<file path="config.mk">
export PLATFORM = sky130hd
export DESIGN_NAME = rtc_bus_ctrl
export DESIGN_NICKNAME = d
export VERILOG_FILES = /design/src/rtl/rtc_pkg.sv /design/src/rtl/rtc_phase_timer.sv /design/src/rtl/rtc_bus_ctrl.sv
export SDC_FILE = /design/constraint.sdc
export NUM_CORES = 1
export LEC_CHECK = 0
export CAP_MARGIN = 15
export CORE_UTILIZATION = 46
export DETAILED_ROUTE_END_ITERATION = 8
export HOLD_SLACK_MARGIN = 0.02
export PLACE_DENSITY = 0.86
export SLEW_MARGIN = 20
export SYNTH_ARGS = -nofsm -noshare
export SYNTH_HDL_FRONTEND = slang
export SYNTH_SLANG_ARGS = --single-unit
</file>
<file path="constraint.sdc">
create_clock -name CLK -period 2 [get_ports CLK]
set_clock_uncertainty 0.1 [all_clocks]
set_input_delay 0.6 -clock CLK [delete_from_list [all_inputs] [get_ports CLK]]
set_output_delay 0.6 -clock CLK [all_outputs]
set_load 0.01 [all_outputs]
</file>
<file path="src/rtl/rtc_pkg.sv">
// Shared definitions for the RTC parallel-bus engine: state encoding,
// bus widths and the idle (reset) level of every bus control line.
package rtc_pkg;

    localparam int RTC_ADDR_W = 8;
    localparam int RTC_DATA_W = 8;

    typedef enum logic [3:0] {
        ST_IDLE     = 4'd0,
        ST_A_SETUP  = 4'd1,
        ST_A_STROBE = 4'd2,
        ST_A_HOLD   = 4'd3,
        ST_GAP      = 4'd4,
        ST_D_SETUP  = 4'd5,
        ST_D_STROBE = 4'd6,
        ST_D_HOLD   = 4'd7,
        ST_DONE     = 4'd8
    } rtc_state_e;

    typedef struct packed {
        logic                  cs_n;
        logic                  ad_n;
        logic                  rd_n;
        logic                  wr_n;
        logic                  ad_oe;
        logic [RTC_DATA_W-1:0] ad_out;
    } rtc_bus_t;

    localparam rtc_bus_t BUS_IDLE = '{
        cs_n:   1'b1,
        ad_n:   1'b1,
        rd_n:   1'b1,
        wr_n:   1'b1,
        ad_oe:  1'b0,
        ad_out: '0
    };

endpackage

</file>
<file path="src/rtl/rtc_phase_timer.sv">
// Loadable down-counter that flags the final cycle of a bus phase.
// Reloading on every state change restarts the count at the phase boundary.
module rtc_phase_timer #(
    parameter int CNT_W = 3
) (
    input  logic             CLK,
    input  logic             RST,
    input  logic             load_i,
    input  logic [CNT_W-1:0] load_val_i,
    output logic             last_o
);

    logic [CNT_W-1:0] cnt_q;
    logic [CNT_W-1:0] cnt_d;

    always_comb begin
        cnt_d = cnt_q;
        if (load_i) begin
            cnt_d = load_val_i;
        end else if (cnt_q != '0) begin
            cnt_d = cnt_q - CNT_W'(1);
        end
    end

    always_ff @(posedge CLK) begin
        if (!RST) begin
            cnt_q <= '0;
        end else begin
            cnt_q <= cnt_d;
        end
    end

    assign last_o = (cnt_q == '0);

endmodule

</file>
<file path="src/rtl/rtc_bus_ctrl.sv">
// Runs one multiplexed address/data cycle on the RTC 8-bit bus per accepted
// request and returns read data plus a one-cycle FRW completion pulse.
module rtc_bus_ctrl
    import rtc_pkg::*;
#(
    parameter int PH_CYC = 4,
    parameter int CNT_W  = 3
) (
    input  logic       CLK,
    input  logic       RST,
    input  logic       Acceso,
    input  logic       Mod,
    input  logic [6:0] Dir,
    input  logic [7:0] DatoW,
    output logic [7:0] DatoR,
    output logic       FRW,
    output logic       Busy,
    output logic       CS_n,
    output logic       AD_n,
    output logic       RD_n,
    output logic       WR_n,
    output logic [7:0] AD_out,
    output logic       AD_oe,
    input  logic [7:0] AD_in,
    output logic [3:0] state_dbg_o
);

    localparam logic [CNT_W-1:0] PH_RELOAD = CNT_W'(PH_CYC - 1);

    rtc_state_e state_q, state_d;
    logic       armed_q, armed_d;
    logic       mod_q, mod_d;
    logic [6:0] dir_q, dir_d;
    logic [7:0] wdat_q, wdat_d;
    logic [7:0] dator_q, dator_d;
    rtc_bus_t   bus_q, bus_d;
    logic       frw_q, frw_d;
    logic       busy_q, busy_d;
    logic       accept;
    logic       ph_last;
    logic       ph_load;

    // Acceso is a level; arming makes a held request produce one transaction.
    assign accept  = (state_q == ST_IDLE) && armed_q && Acceso;
    assign ph_load = (state_d != state_q);

    rtc_phase_timer #(
        .CNT_W (CNT_W)
    ) u_timer (
        .CLK        (CLK),
        .RST        (RST),
        .load_i     (ph_load),
        .load_val_i (PH_RELOAD),
        .last_o     (ph_last)
    );

    always_comb begin
        armed_d = armed_q;
        mod_d   = mod_q;
        dir_d   = dir_q;
        wdat_d  = wdat_q;
        if (accept) begin
            armed_d = 1'b0;
            mod_d   = Mod;
            dir_d   = Dir;
            wdat_d  = DatoW;
        end else if (!Acceso) begin
            armed_d = 1'b1;
        end
    end

    always_comb begin
        state_d = state_q;
        case (state_q)
            ST_IDLE:     if (accept)  state_d = ST_A_SETUP;
            ST_A_SETUP:  if (ph_last) state_d = ST_A_STROBE;
            ST_A_STROBE: if (ph_last) state_d = ST_A_HOLD;
            ST_A_HOLD:   if (ph_last) state_d = ST_GAP;
            ST_GAP:      if (ph_last) state_d = ST_D_SETUP;
            ST_D_SETUP:  if (ph_last) state_d = ST_D_STROBE;
            ST_D_STROBE: if (ph_last) state_d = ST_D_HOLD;
            ST_D_HOLD:   if (ph_last) state_d = ST_DONE;
            ST_DONE:                  state_d = ST_IDLE;
            default:                  state_d = ST_IDLE;
        endcase
    end

    // Outputs are decoded from the next state so the registers hold the
    // levels of the state being entered.
    always_comb begin
        bus_d  = BUS_IDLE;
        frw_d  = 1'b0;
        busy_d = (state_d != ST_IDLE);
        case (state_d)
            ST_A_SETUP, ST_A_STROBE, ST_A_HOLD: begin
                bus_d.cs_n   = 1'b0;
                bus_d.ad_n   = 1'b0;
                bus_d.ad_oe  = 1'b1;
                bus_d.ad_out = {1'b0, dir_d};
                bus_d.wr_n   = (state_d != ST_A_STROBE);
            end
            ST_D_SETUP, ST_D_STROBE, ST_D_HOLD: begin
                bus_d.cs_n   = 1'b0;
                bus_d.ad_n   = 1'b1;
                bus_d.ad_oe  = mod_d;
                bus_d.ad_out = mod_d ? wdat_d : 8'h00;
                if (state_d == ST_D_STROBE) begin
                    if (mod_d) bus_d.wr_n = 1'b0;
                    else       bus_d.rd_n = 1'b0;
                end
            end
            ST_DONE: frw_d = 1'b1;
            default: ;
        endcase
    end

    always_comb begin
        dator_d = dator_q;
        if ((state_q == ST_D_STROBE) && ph_last && !mod_q) begin
            dator_d = AD_in;
        end
    end

    always_ff @(posedge CLK) begin
        if (!RST) begin
            state_q <= ST_IDLE;
            armed_q <= 1'b0;
            mod_q   <= 1'b0;
            dir_q   <= '0;
            wdat_q  <= '0;
            dator_q <= '0;
            bus_q   <= BUS_IDLE;
            frw_q   <= 1'b0;
            busy_q  <= 1'b0;
        end else begin
            state_q <= state_d;
            armed_q <= armed_d;
            mod_q   <= mod_d;
            dir_q   <= dir_d;
            wdat_q  <= wdat_d;
            dator_q <= dator_d;
            bus_q   <= bus_d;
            frw_q   <= frw_d;
            busy_q  <= busy_d;
        end
    end

    assign CS_n        = bus_q.cs_n;
    assign AD_n        = bus_q.ad_n;
    assign RD_n        = bus_q.rd_n;
    assign WR_n        = bus_q.wr_n;
    assign AD_oe       = bus_q.ad_oe;
    assign AD_out      = bus_q.ad_out;
    assign DatoR       = dator_q;
    assign FRW         = frw_q;
    assign Busy        = busy_q;
    assign state_dbg_o = state_q;

endmodule
</file>
# Word level (Yosys, flattened, before mapping)
# Cells that the tools add are included.
classes:
  eq_ne: 16
  n_mux: 21
  reduce_logical: 15
  n_bitwise: 1
  addsub: 1
ops:
  columns: ["cell", "n"]
  rows:
  - ["two-way mux 4 bit", 8]
  - ["one-hot mux 4 bit (8 select lines)", 1]
  - ["== test 4 x 3 -> 1 bit (second input constant)", 7]
  - ["one-hot mux 10 bit (2 select lines)", 1]
  - ["== test 4 x 2 -> 1 bit (second input constant)", 4]
  - ["two-way mux 8 bit", 2]
  - ["== test 4 x 1 -> 1 bit (second input constant)", 2]
  - ["two-way mux 7 bit", 1]
  - ["OR reduction 3 bit", 2]
  - ["two-way mux 1 bit", 5]
  - ["== test 4 bit (second input constant)", 1]
  - ["logical AND 1 bit", 4]
  - ["zero test 4 bit", 1]
  - ["two-way mux 2 bit", 2]
  - ["inequality test 4 x 2 -> 1 bit (second input constant)", 1]
  - ["inequality test 4 bit", 1]
  - ["one-hot mux 2 bit (2 select lines)", 1]
  - ["nonzero test 4 bit", 1]
  - ["OR reduction 2 bit", 2]
  - ["zero test 3 bit", 1]
  - ["AND reduction 3 bit", 1]
  - ["nonzero test 3 bit", 1]
  - ["subtractor 3 x 1 -> 3 bit (second input constant)", 1]
  - ["nonzero test 2 bit", 1]
  - ["2 further kinds", 2]
totals:
  out_inout_bits: 27
  in_bits: 27
  elab_cells: 70
  regBits: 47

# Longest topological paths before layout
depth:
  word_depth: 8
  mapped_depth: 8
  ltp_nobuf: 7

# Cells and area by module
# Synthesis repeated with hierarchy kept, for this count alone.
hier_totals:
  hier_cells: 205
  area_unflattened_um2: 1935.6
by_module_without_submodules:
  columns: ["mod", "area_per_inst_um2", "instances", "cells_per_inst"]
  rows:
  - ["rtc_bus_ctrl", 1730.4, 1, 183]
  - ["rtc_phase_timer", 205.2, 1, 22]

# Worst setup path after synthesis
# OpenSTA, ideal clock, no wires.
synth_path:
  path_type: "flip-flop to flip-flop"
  start: "reg u_timer.cnt_q[0]"
  end: "reg dator_q[0] (netlist: DatoR[0])"
  setup_ps: 116
  setup_slack_ps: 121
  arrival_time_ps: 1663
  stages_incl_launch_ff: 9
  path_buffers: 1
  required_time_ps: 1784
  period_less_slack_ps: 1879
  cell_sequence: "dfxtp_1 -> inv_1 -> ha_1 -> and2b_1 -> nand2_1 -> or4_1 -> buf_2 -> mux2i_1 -> nor2b_1"
synth_between:
  elab_chain_len: 3
synth_rtl:
  columns: ["item", "line_no", "text"]
  rows:
  - ["from (decl)", "rtc_phase_timer.sv:13", "logic [CNT_W-1:0] cnt_q;"]
  - ["from (signal assigned)", "rtc_phase_timer.sv:29", "cnt_q <= cnt_d;"]
  - ["zero test 3 bit", "rtc_phase_timer.sv:33", "assign last_o = (cnt_q == '0);"]
  - ["logical AND 1 bit (2 in a row)", "rtc_bus_ctrl.sv:119", "if ((state_q == ST_D_STROBE) && ph_last && !mod_q) begin"]
  - ["to (signal assigned)", "rtc_bus_ctrl.sv:141", "dator_q <= dator_d;"]
  - ["to (decl)", "rtc_bus_ctrl.sv:35", "logic [7:0] dator_q, dator_d;"]
# Every way passes these cells.
# A chain may end at the register's enable or synchronous reset.

# Worst setup path in the final report
layout_path:
  start: "reg state_q[0] (netlist: state_dbg_o[0])"
  end: "out state_dbg_o[0]"
layout_lines:
  columns: ["item", "line_no", "text"]
  rows:
  - ["from (decl)", "rtc_bus_ctrl.sv:30", "rtc_state_e state_q, state_d;"]
  - ["from (signal assigned)", "rtc_bus_ctrl.sv:136", "state_q <= state_d;"]
  - ["to (decl)", "rtc_bus_ctrl.sv:25", "output logic [3:0] state_dbg_o"]
# No word-level cell between the ends.

==> flow_metrics.env <==
export IMPL_finalWorstSetupSlack_ps=34.8
export IMPL_gr_total_overflow=0
export IMPL_setup_violations=0
export IMPL_dp_slack_ps=-361
export IMPL_syn_to_final_growth_pct=49.9
export IMPL_synthFlopType="dfxtp_1"
export IMPL_fp_dieW_um=66.9
export IMPL_fin_hold_ws_ps=352
export IMPL_via_per_inst=5.16
export IMPL_drtIter0Drc=99
export IMPL_clk_latency_ps=300
export IMPL_synth_cells=186
export IMPL_cts_sinks=47
export IMPL_slew_viol_final=0
export IMPL_path_cells="clkdlybuf4s50_1"
export IMPL_die_h_um=66.9
export IMPL_cts_buffers=5
export IMPL_crit_fanout=10
export IMPL_vias=1620
export IMPL_end_kind="primary output"
export IMPL_maxCapViolCount=0
export IMPL_antenna_left=0
export IMPL_setup_tns_ps=0
export IMPL_path_class="reg -> out"
export IMPL_finalCritPeriodShare_pct=98.3
export IMPL_drc_errors=0
export IMPL_grt_pass1_wl_um=6730
export IMPL_fin_area_mm2=0.00291
export IMPL_clkSlewWorstSetupHoldPaths_ps=80
export IMPL_placed_cell_area_mm2=0.00265
export IMPL_hp_class="reg -> reg"
export IMPL_slew_headroom_pct=65.6
export IMPL_critPathTopFamily="buffers and inverters"
export IMPL_die_area_mm2=0.00448
export IMPL_grt_max_degree=15
export IMPL_drive_above_1_share_pct=22.0
export IMPL_initial_utilization_pct=48.1
export IMPL_diodes=0
export IMPL_worstPathRequired_ps=1300
export IMPL_grt_usage_pct=20.5
export IMPL_leakage_nw=1.21
export IMPL_arrival_ps=1270
export IMPL_powerDensity_mw_per_mm2=926
export IMPL_yosys_warnings=0
export IMPL_io_buffers=53
export IMPL_hold_viol=0
export IMPL_rsz0062_at_grt="false"
export IMPL_h_tree_depth=2
export IMPL_slowest_delay_ps=550
export IMPL_gp_congestion=0.849
export IMPL_synth_net_count=215
export IMPL_cts_buffer_depth=2
export IMPL_cp_slowest_cell="clkdlybuf4s50_1"
export IMPL_core_region_area_mm2=0.00403
export IMPL_avgRoutedWirePerCell_um=14.4
export IMPL_cts_tree="done"
export IMPL_pin_count=54
export IMPL_ys_seq_area_share_pct=48.5
export IMPL_critPathBufInv=1
export IMPL_grt_pass1_vias=1478
export IMPL_cp_start_kind="register"
export IMPL_netlist_area_mm2=0.00194
export IMPL_synth_edf_count=0
export IMPL_totalWireLength_um=4520
export IMPL_ys_async_sr_fraction_pct=0
export IMPL_fmax_mhz=509
export IMPL_tightestPinTransition_ps=511
export IMPL_irDropWorstVdd_uv=579
export IMPL_avgSynthCellArea_um2=10.4
export IMPL_ys_ff_latch=47
export IMPL_run_status="complete, no violations"
export IMPL_core_rowCount=23
export IMPL_grt_antenna_before_repair=0
export IMPL_holdBufCountCts=0
export IMPL_fin_crit_ps=1970
export IMPL_drt_first_pass_iters=5
export IMPL_fillers=291
export IMPL_nNetsFinal=292
export IMPL_root_buffer="clkbuf_8"
export IMPL_hpwl_um=3040
export IMPL_power_w=0.00269
export IMPL_yosysUniqueCellTypes=41
stage by stage:
step	std cells	util [%]
6_report	314	72.1
2_1_floorplan	186	-
5_1_grt	314	72.1
4_1_cts	313	69.9
3_5_place_dp	305	65.7
3_3_place_gp	305	65.7
final cells by class:
class / count / area [µm²] / area share (%)
Timing Repair Buffer: 80 / 749 / 25.8
Inverter: 5 / 18.8 / 0.646
Tap cell: 50 / 62.6 / 2.15
Sequential cell: 47 / 951 / 32.7
Multi-Input combinational cell: 124 / 992 / 34.1
Clock inverter: 2 / 60.1 / 2.07
Clock buffer: 6 / 72.6 / 2.50
report_power, final:
group / total [W] / internal [W] / switching, W
Sequential: 0.00107 / 0.00102 / 0.0000546
Clock: 0.000813 / 0.000499 / 0.000313
Combinational: 0.000804 / 0.000431 / 0.000372
Total: 0.00269 / 0.00195 / 0.000740
cell families after synthesis:
family / share of synthesized area (%)
compound gates: 11.6
buf+inv: 5.55
fa+ha+maj: 1.29
flops: 48.5
simple gates: 19.4
xor+xnor: 2.26
mux: 11.4
cells in the final DEF, fill, tap and decap left out, drive strengths merged:
master         instances
a211oi                 1
dlymetal6s2s           2
a21boi                 3
nand2                  7
o21ai                  4
ha                     2
clkdlybuf4s50         51
xnor2                  3
o21a                   3
nor2                  18
o31ai                  2
nand3                  1
dfxtp                 47
clkbuf                 6
or2                    2
o41ai                  1
xor2                   2
a21oi                  3
nand2b                 3
or4                    1
nor3                   3
o211ai                 1
and2                   1
o22ai                  1
mux2i                 22
nand4bb                1
and4                   1
o41a                   1
and2b                  1
o22a                   8
and4b                  3
buf                   27
nor2b                 24
nand3b                 1
bufinv                 2
inv                    5
routing by layer:
metal	routed length [µm]	vias up	track usage, %
li1	-	793	-
met4	69	0	9.31
met5	0	-	0
met1	1910	753	25.0
met3	268	8	5.14
met2	2270	66	33.7
synthesized netlist by cell type (2+ instances only):
master / number / share of area (%)
o22a_1: 8 / 3.6
nand2_1: 7 / 1.4
nand2b_1: 3 / 0.97
o21a_1: 3 / 1.2
a21boi_0: 2 / 0.77
dfxtp_1: 47 / 49
xor2_1: 2 / 0.90
xnor2_1: 3 / 1.4
nor3_1: 3 / 0.77
ha_1: 2 / 1.3
nor2b_1: 24 / 7.7
inv_1: 5 / 0.97
nor2_1: 18 / 3.5
and4b_1: 3 / 1.5
mux2i_1: 22 / 11
clkbuf_1: 4 / 0.77
a21oi_1: 3 / 0.77
buf_4: 2 / 0.77
buf_6: 3 / 1.7
repair_timing:
item	4_1_cts	5_1_grt
setup buffers	0	0
resized for setup	11	21
pin swaps	0	5
setup endpoints to repair	14	23
hold endpoints to repair	0	0
gates cloned	0	1
registers in the layout, summed over array words and instances (netlist names), 3 cells and up:
signal         cells
AD_out             8
dir_q              7
DatoR              8
u_timer.cnt_q      3
state_dbg_o        4
wdat_q             8
worst paths after layout:
check,start,to,slack (ps),depth (start not counted)
setup / recovery,state_dbg_o[0],state_dbg_o[0],30,1
setup reg to reg,u_timer.cnt_q[1],AD_out[4],110,7
hold / removal,armed_q,armed_q,350,2
hold reg to reg,armed_q,armed_q,350,2
(Power assumes the default switching activity.)
